$ cat src/rtl/me_pkg.sv
// Shared motion-estimation constants and the loader FSM encoding.
package me_pkg;

    // Bits per pixel.
    localparam int PIXEL = 8;
    // Pixels per bank word.
    localparam int LANES = 8;
    // Words per reference bank.
    localparam int DEPTH = 128;
    // Bank write address width.
    localparam int AW    = 7;

    // Loader FSM states.
    typedef enum logic [1:0] {
        ST_IDLE      = 2'd0,
        ST_WAIT_BANK = 2'd1,
        ST_LOAD      = 2'd2
    } loader_state_t;

    // One-hot mask selecting one of the two ping-pong banks.
    function automatic logic [1:0] bank_mask(input logic sel);
        bank_mask = sel ? 2'b10 : 2'b01;
    endfunction

endpackage

$ cat src/rtl/ref_bank_loader.sv
// Streams one search-window bank (DEPTH words) from an upstream valid/ready
// source into one of two ping-pong reference banks and tracks which bank
// holds a complete window until the consumer releases it.
module ref_bank_loader #(
    parameter int PIXEL = me_pkg::PIXEL,
    parameter int LANES = me_pkg::LANES,
    parameter int DEPTH = me_pkg::DEPTH
) (
    input  logic                     clk,
    input  logic                     rst_n,
    input  logic                     start,
    input  logic                     src_valid,
    input  logic [LANES*PIXEL-1:0]   src_data,
    output logic                     src_ready,
    output logic                     wr_en,
    output logic                     Bank_sel,
    output logic [me_pkg::AW-1:0]    address,
    output logic [LANES*PIXEL-1:0]   ref_in,
    input  logic [1:0]               bank_release,
    output logic [1:0]               bank_full,
    output logic                     load_done,
    output logic                     busy
);

    import me_pkg::loader_state_t;
    import me_pkg::ST_IDLE;
    import me_pkg::ST_WAIT_BANK;
    import me_pkg::ST_LOAD;
    import me_pkg::bank_mask;

    localparam int AW = me_pkg::AW;
    localparam logic [AW-1:0] LAST_ADDR = AW'(DEPTH - 1);

    loader_state_t   state;
    logic            ptr;
    logic [AW-1:0]   count;

    logic            handshake;
    logic            last_beat;
    logic [1:0]      fill_set;

    // Word transfer qualifiers and the bank that completes on this beat.
    // NOTE: every always_comb output gets a default first so no latch is inferred.
    always_comb begin
        handshake = src_valid & src_ready;
        last_beat = handshake && (count == LAST_ADDR);
        fill_set  = 2'b00;
        if (state == ST_LOAD && last_beat) begin
            fill_set = bank_mask(ptr);
        end
    end

    // FSM, word counter, ping-pong pointer, full flags and registered outputs.
    // NOTE: sequential state uses non-blocking assignments so every register
    // samples pre-edge values regardless of statement order.
    always_ff @(posedge clk or negedge rst_n) begin
        if (!rst_n) begin
            state     <= ST_IDLE;
            ptr       <= 1'b0;
            count     <= '0;
            src_ready <= 1'b0;
            wr_en     <= 1'b0;
            Bank_sel  <= 1'b0;
            address   <= '0;
            ref_in    <= '0;
            bank_full <= 2'b00;
            load_done <= 1'b0;
            busy      <= 1'b0;
        end else begin
            wr_en     <= 1'b0;
            load_done <= 1'b0;

            // A same-cycle set wins over a release of the same bank; releasing
            // an empty bank is a no-op by construction.
            bank_full <= (bank_full & ~bank_release) | fill_set;

            case (state)
                ST_IDLE: begin
                    if (start) begin
                        state <= ST_WAIT_BANK;
                        busy  <= 1'b1;
                    end
                end

                ST_WAIT_BANK: begin
                    if (!bank_full[ptr]) begin
                        state     <= ST_LOAD;
                        count     <= '0;
                        src_ready <= 1'b1;
                    end
                end

                ST_LOAD: begin
                    if (handshake) begin
                        wr_en    <= 1'b1;
                        address  <= count;
                        ref_in   <= src_data;
                        Bank_sel <= ptr;
                        if (last_beat) begin
                            state     <= ST_IDLE;
                            src_ready <= 1'b0;
                            busy      <= 1'b0;
                            load_done <= 1'b1;
                            ptr       <= ~ptr;
                            count     <= '0;
                        end else begin
                            count <= count + 1'b1;
                        end
                    end
                end

                default: begin
                    state     <= ST_IDLE;
                    src_ready <= 1'b0;
                    busy      <= 1'b0;
                end
            endcase
        end
    end

endmodule

$ cat config.mk
export PLATFORM = sky130hd
export DESIGN_NAME = ref_bank_loader
export DESIGN_NICKNAME = d
export VERILOG_FILES = /design/src/rtl/me_pkg.sv /design/src/rtl/ref_bank_loader.sv
export SDC_FILE = /design/constraint.sdc
export NUM_CORES = 1
export LEC_CHECK = 0
export CAP_MARGIN = 10
export CORE_MARGIN = 3
export CORE_UTILIZATION = 45
export CTS_CLUSTER_SIZE = 10
export DETAILED_ROUTE_END_ITERATION = 16
export PLACE_DENSITY = 0.87
export SLEW_MARGIN = 20
export SYNTH_ARGS = -nofsm -noshare
export SYNTH_HDL_FRONTEND = slang
export SYNTH_SLANG_ARGS = --single-unit
$ cat constraint.sdc
create_clock -name clk -period 2.8 [get_ports clk]
set_input_delay 0.7 -clock clk [delete_from_list [all_inputs] [get_ports clk]]
set_output_delay 0.7 -clock clk [all_outputs]
set_load 0.02 [all_outputs]
==> results.json, run 1 <==
{
  "run_status": "completed",
  "finalHoldViolations": 0,
  "viasPerCell": 4.73,
  "wire_per_inst_um": 13.9,
  "synth_edf_count": 0,
  "critPathArrivalTime_ps": 1450,
  "synth_area_leaders": "dfrtp_1 (64%), nand2_1 (23%), buf_4 (2.0%)",
  "num_antenna_cells": 0,
  "cts_tree": "done",
  "fmax_ghz": 0.465,
  "slowest_delay_ps": 650,
  "utilization_pct": 70.6,
  "clock_skew_ps": 5.31,
  "fin_nets": 589,
  "synth_area_um2": 3450,
  "clkTransAtPathRegs_ps": 90,
  "core-area_um2": 7330,
  "synth-seq-cells": 88,
  "slew_violations": 0,
  "fin_crit_ps": 2150,
  "drt_iter0_drc": 82,
  "setup.worst_path.end_class": "primary output",
  "cts_max_level": 3,
  "yosys_warnings": 0,
  "critPathKind": "register to primary output",
  "critical_path.slowest_cell": "clkdlybuf4s50_1",
  "grt_pass1_vias": 2950,
  "ios": 148,
  "antenna_left": 0,
  "area_growth_pct": 50.1,
  "antenna_found_initial": 0,
  "dr.pass1.iters": 4,
  "critical-path-top-delay-family": "buffers and inverters",
  "final_common_cell": "nand2_1",
  "die_h_um": 93.5,
  "syn_inst": 373,
  "yosys.area.top_type_share_pct": 63.9,
  "fill_cells": 538,
  "drc": 0,
  "ys_seq_area_share_pct": 63.9,
  "rows": 31,
  "worst_ep_required_time_ps": 2100,
  "setup_viol": 0,
  "synth_ff_type": "dfrtp_1",
  "initial_utilization_pct": 47.0,
  "cap_violations": 0,
  "drive_gt1_share_pct": 4.78,
  "critPathMaxFanout": 5,
  "vdd_drop_max_mv": 0.609,
  "grt_usage_pct": 20.2,
  "final.setup.tns_ps": 0,
  "cellPowerDensity_nw_per_um2": 1100,
  "die_area_um2": 8750,
  "cts_inserted_buffers": 9,
  "routed_wl_mm": 8.62,
  "maxSlewHeadroom_pct": 64.0,
  "period_share_pct": 76.8,
  "r2r_slack_ps": 1190,
  "final_cell_mix": "nand2_1 (215), clkdlybuf4s50_1 (146), dfrtp_1 (88)",
  "syn_avg_cell_area_um2": 9.24,
  "async_reset_ff_share_pct": 100,
  "r2r_end": "ptr",
  "clock_latency_ps": 350,
  "syn_nets": 444,
  "fp.dieW_um": 93.5,
  "yosysTopAreaCell": "dfrtp_1",
  "grt_pass1_wl_mm": 13.9,
  "r2r-start": "state[0]",
  "vias": 2942,
  "postCtsSetupBuffers": 0,
  "place.gp.congestion": 0.802,
  "worstMarginPinSlew_ps": 540,
  "clockRootBuffer": "clkbuf_8",
  "leakagePower_nw": 2.51,
  "rsz0062_at_grt": "false",
  "reg2regPathDepth": 5,
  "critPathBufInv": 1,
  "start_kind": "register",
  "grt_max_degree": 79,
  "path_cells": "clkdlybuf4s50_1",
  "io_buffers": 147,
  "cts_resized": 0,
  "grt_overflow": 0,
  "hold_buffers": 0,
  "synth_cell_types": 28,
  "min_path_type": "primary input to asynchronous set/reset pin",
  "cts_buffer_depth": 2,
  "cts.sinks": 88,
  "dp_hpwl_mm": 6.22
}
## worst register-to-register path: stages (launching register included)
cell      delay (ps)
dfrtp_1          480
nand4b_4         230
inv_2            100
buf_4            360
nand3_2          170
xnor2_1          150
## sequential cells by signal, indices dropped and copies added, names as in the netlist
register   count
Bank_sel       1
wr_en          1
bank_full      2
ptr            1
address        7
busy           1
ref_in        64
state          2
src_ready      1
load_done      1
count          7
## stage by stage
stage,instances,hold WS [ps],instance area (um^2),setup WS [ps],power (W)
after global routing,622,340,5170,597,0.00608
after detailed placement,606,461,4990,477,0.00496
final,622,317,5170,650,0.00570
after global placement,606,456,4990,541,0.00485
after floorplan,373,404,3450,1270,0.00357
after CTS,622,332,5170,639,0.00576
## worst max path at each step
stage               slack [ps]        end       from  cells after the start
global route               600  src_ready  src_ready                      1
global placement           540        ptr  src_valid                      6
CTS                        640  src_ready  src_ready                      1
detailed placement         480        ptr  src_valid                      6
finish                     650  src_ready  src_ready                      1
floorplan                 1270   count[5]  src_valid                      4
## cell type report
| class | count | area (um^2) | share of cell area (%) |
|---|---|---|---|
| inverters | 9 | 33.8 | 0.653 |
| well taps | 99 | 124 | 2.39 |
| multi-input cells | 259 | 1110 | 21.4 |
| clock buffers | 10 | 138 | 2.66 |
| flip-flops and latches | 88 | 2200 | 42.6 |
| repair buffers | 151 | 1520 | 29.5 |
| clock inverters | 6 | 45.0 | 0.871 |
## report_power, final
part           internal, W  switching [W]  total [W]
Clock             0.000347       0.000439   0.000787
Sequential         0.00184       0.000373    0.00221
Combinational      0.00126        0.00144    0.00270
## per-layer routing
layer	GRT usage (%)	share of wire (%)	vias to the layer above
met2	33.5	49	101
met1	25.3	43	1384
met4	7.94	1.6	0
met3	4.91	6.5	12
met5	0	0	-
li1	-	-	1445
## cells in the mapped netlist (3+ instances only)
cell type,count
a21oi_1,4
o21ai_0,7
nand3_1,4
dfrtp_1,88
buf_4,9
clkbuf_1,7
o22ai_1,3
mux2i_1,3
nor2_1,4
nand2_1,215
inv_1,8
## cells by family after synthesis
group                      Yosys count  synth area share [%]
buffers and inverters               26                  4.03
and+or+nand+nor                    231                  26.6
adders and majority gates            1                 0.363
AOI/OAI and AO/OA                   22                  3.78
muxes                                3                 0.871
xor gates and xnor gates             2                 0.508
DFF                                 88                  63.9
Note: power is estimated with default switching activity, not from simulation.
==> inputs of run 2 (changes only) <==
- CORE_UTILIZATION: 45 -> 42
- PLACE_DENSITY: 0.87 -> 0.83
- clock period: 2.8 -> 2.2 ns (I/O delays scaled with it)
==> results.json, run 2 (synthesis gave the netlist of run 1 again) <==
{
  "run_status": "completed",
  "rsz0062_at_grt": "false",
  "stdcell_count": 627,
  "drive_gt1_share_pct": 4.38,
  "clockRootBuffer": "clkbuf_8",
  "largest-register": "ref_in",
  "wire_per_inst_um": 14.4,
  "critPathArrivalTime_ps": 1430,
  "fp.dieW_um": 96.6,
  "grt_pass1_vias": 3068,
  "slew_violations": 0,
  "cts_buffer_depth": 2,
  "num_antenna_cells": 0,
  "cap_violations": 0,
  "critPathMaxFanout": 5,
  "final_cell_mix": "nand2_1 (215), clkdlybuf4s50_1 (146), dfrtp_1 (88)",
  "clock_skew_ps": 9.45,
  "critPathKind": "register to primary output",
  "grt_overflow": 0,
  "postCtsSetupBuffers": 0,
  "worstMarginPinSlew_ps": 532,
  "reg_top3": "ref_in (64), address (7), count (7)",
  "start_kind": "register",
  "path_cells": "clkdlybuf4s50_1",
  "p_switching_w": 0.00283,
  "grt_usage_pct": 19.5,
  "fin_crit_ps": 1980,
  "critical-path-top-delay-family": "buffers and inverters",
  "intPower_w": 0.00450,
  "viasPerCell": 4.78,
  "area_growth_pct": 50.9,
  "pwr-share-clk_pct": 14.1,
  "cellPowerDensity_nw_per_um2": 1410,
  "fin_nets": 591,
  "cts_resized": 0,
  "rows": 32,
  "die_h_um": 96.6,
  "cts_inserted_buffers": 9,
  "critical_path.slowest_cell": "clkdlybuf4s50_1",
  "cts.sinks": 88,
  "switching_share_pct": 38.7,
  "cts_max_level": 3,
  "p_comb_share_pct": 47.2,
  "min_path_type": "primary input to asynchronous set/reset pin",
  "period_share_pct": 90.0,
  "drc": 0,
  "initial_utilization_pct": 43.9,
  "setup_viol": 0,
  "setup.worst_path.end_class": "primary output",
  "final.setup.tns_ps": 0,
  "dp.cells": 611,
  "leakagePower_nw": 2.53,
  "die_area_um2": 9330,
  "slowest_delay_ps": 650,
  "grt_pass1_wl_mm": 14.1,
  "antenna_found_initial": 0,
  "core-area_um2": 7850,
  "drt_iter0_drc": 124,
  "fmax_ghz": 0.505,
  "clock_latency_ps": 330,
  "critPathBufInv": 1,
  "dp_hpwl_mm": 6.68,
  "vias": 2996,
  "utilization_pct": 66.3,
  "cts_tree": "done",
  "io_buffers": 147,
  "clkTransAtPathRegs_ps": 80,
  "pwr-share-seq_pct": 38.7,
  "finalHoldViolations": 0,
  "largest_reg_flops": 64,
  "routed_wl_mm": 9.02,
  "maxSlewHeadroom_pct": 64.5,
  "grt_max_degree": 79,
  "fill_cells": 649,
  "totalPowerFinal_w": 0.00733,
  "final_common_cell": "nand2_1",
  "hold_buffers": 0,
  "place.gp.congestion": 0.794,
  "worst_ep_required_time_ps": 1650,
  "dr.pass1.iters": 4,
  "ios": 148,
  "vdd_drop_max_mv": 0.767,
  "antenna_left": 0
}
-- run 2: worst paths after layout --
kind / startpoint / to / slack [ps] / cells past startpoint
max reg2reg: count[0] / busy / 710 / 6
max in group asynchronous: rst_n / address[0] / 1520 / 2
max: src_ready / src_ready / 220 / 1
min: rst_n / ref_in[28] / 170 / 2
min reg2reg: ref_in[15] / ref_in[15] / 480 / 2
min in group clk: ref_in[15] / ref_in[15] / 480 / 2
-- run 2: layout make-up --
type / count / area, um^2 / area share, %
Clock buffer: 13 / 139 / 2.67
Clock inverter: 3 / 42.5 / 0.818
Inverter: 9 / 33.8 / 0.649
Multi-Input combinational cell: 259 / 1110 / 21.3
Sequential cell: 88 / 2200 / 42.3
Tap cell: 102 / 128 / 2.45
Timing Repair Buffer: 153 / 1550 / 29.8
-- run 2: stage by stage --
stage / area, um^2 / setup WS [ps] / hold WS, ps
2_1_floorplan: 3450 / 803 / 254
3_3_place_gp: 5020 / 268 / 456
3_5_place_dp: 5020 / 196 / 462
4_1_cts: 5200 / 200 / 176
5_1_grt: 5200 / 156 / 175
6_report: 5200 / 220 / 171
-- run 2: power groups by stage --
stage               Combinational, W  Sequential [W]  Clock (W)
global route                 0.00376         0.00293    0.00115
global placement             0.00339         0.00282          0
detailed placement           0.00350         0.00287          0
floorplan                   0.000964         0.00358          0
CTS                          0.00351         0.00284    0.00108
finish                       0.00346         0.00284    0.00103
-- run 2: layer usage --
| metal | part of all wire (%) | GRT usage [%] | wire, um |
|---|---|---|---|
| met5 | 0 | 0 | 0 |
| met4 | 0.63 | 6.19 | 57 |
| met3 | 9.5 | 5.73 | 857 |
| met2 | 51 | 34.3 | 4570 |
| met1 | 39 | 22.8 | 3540 |
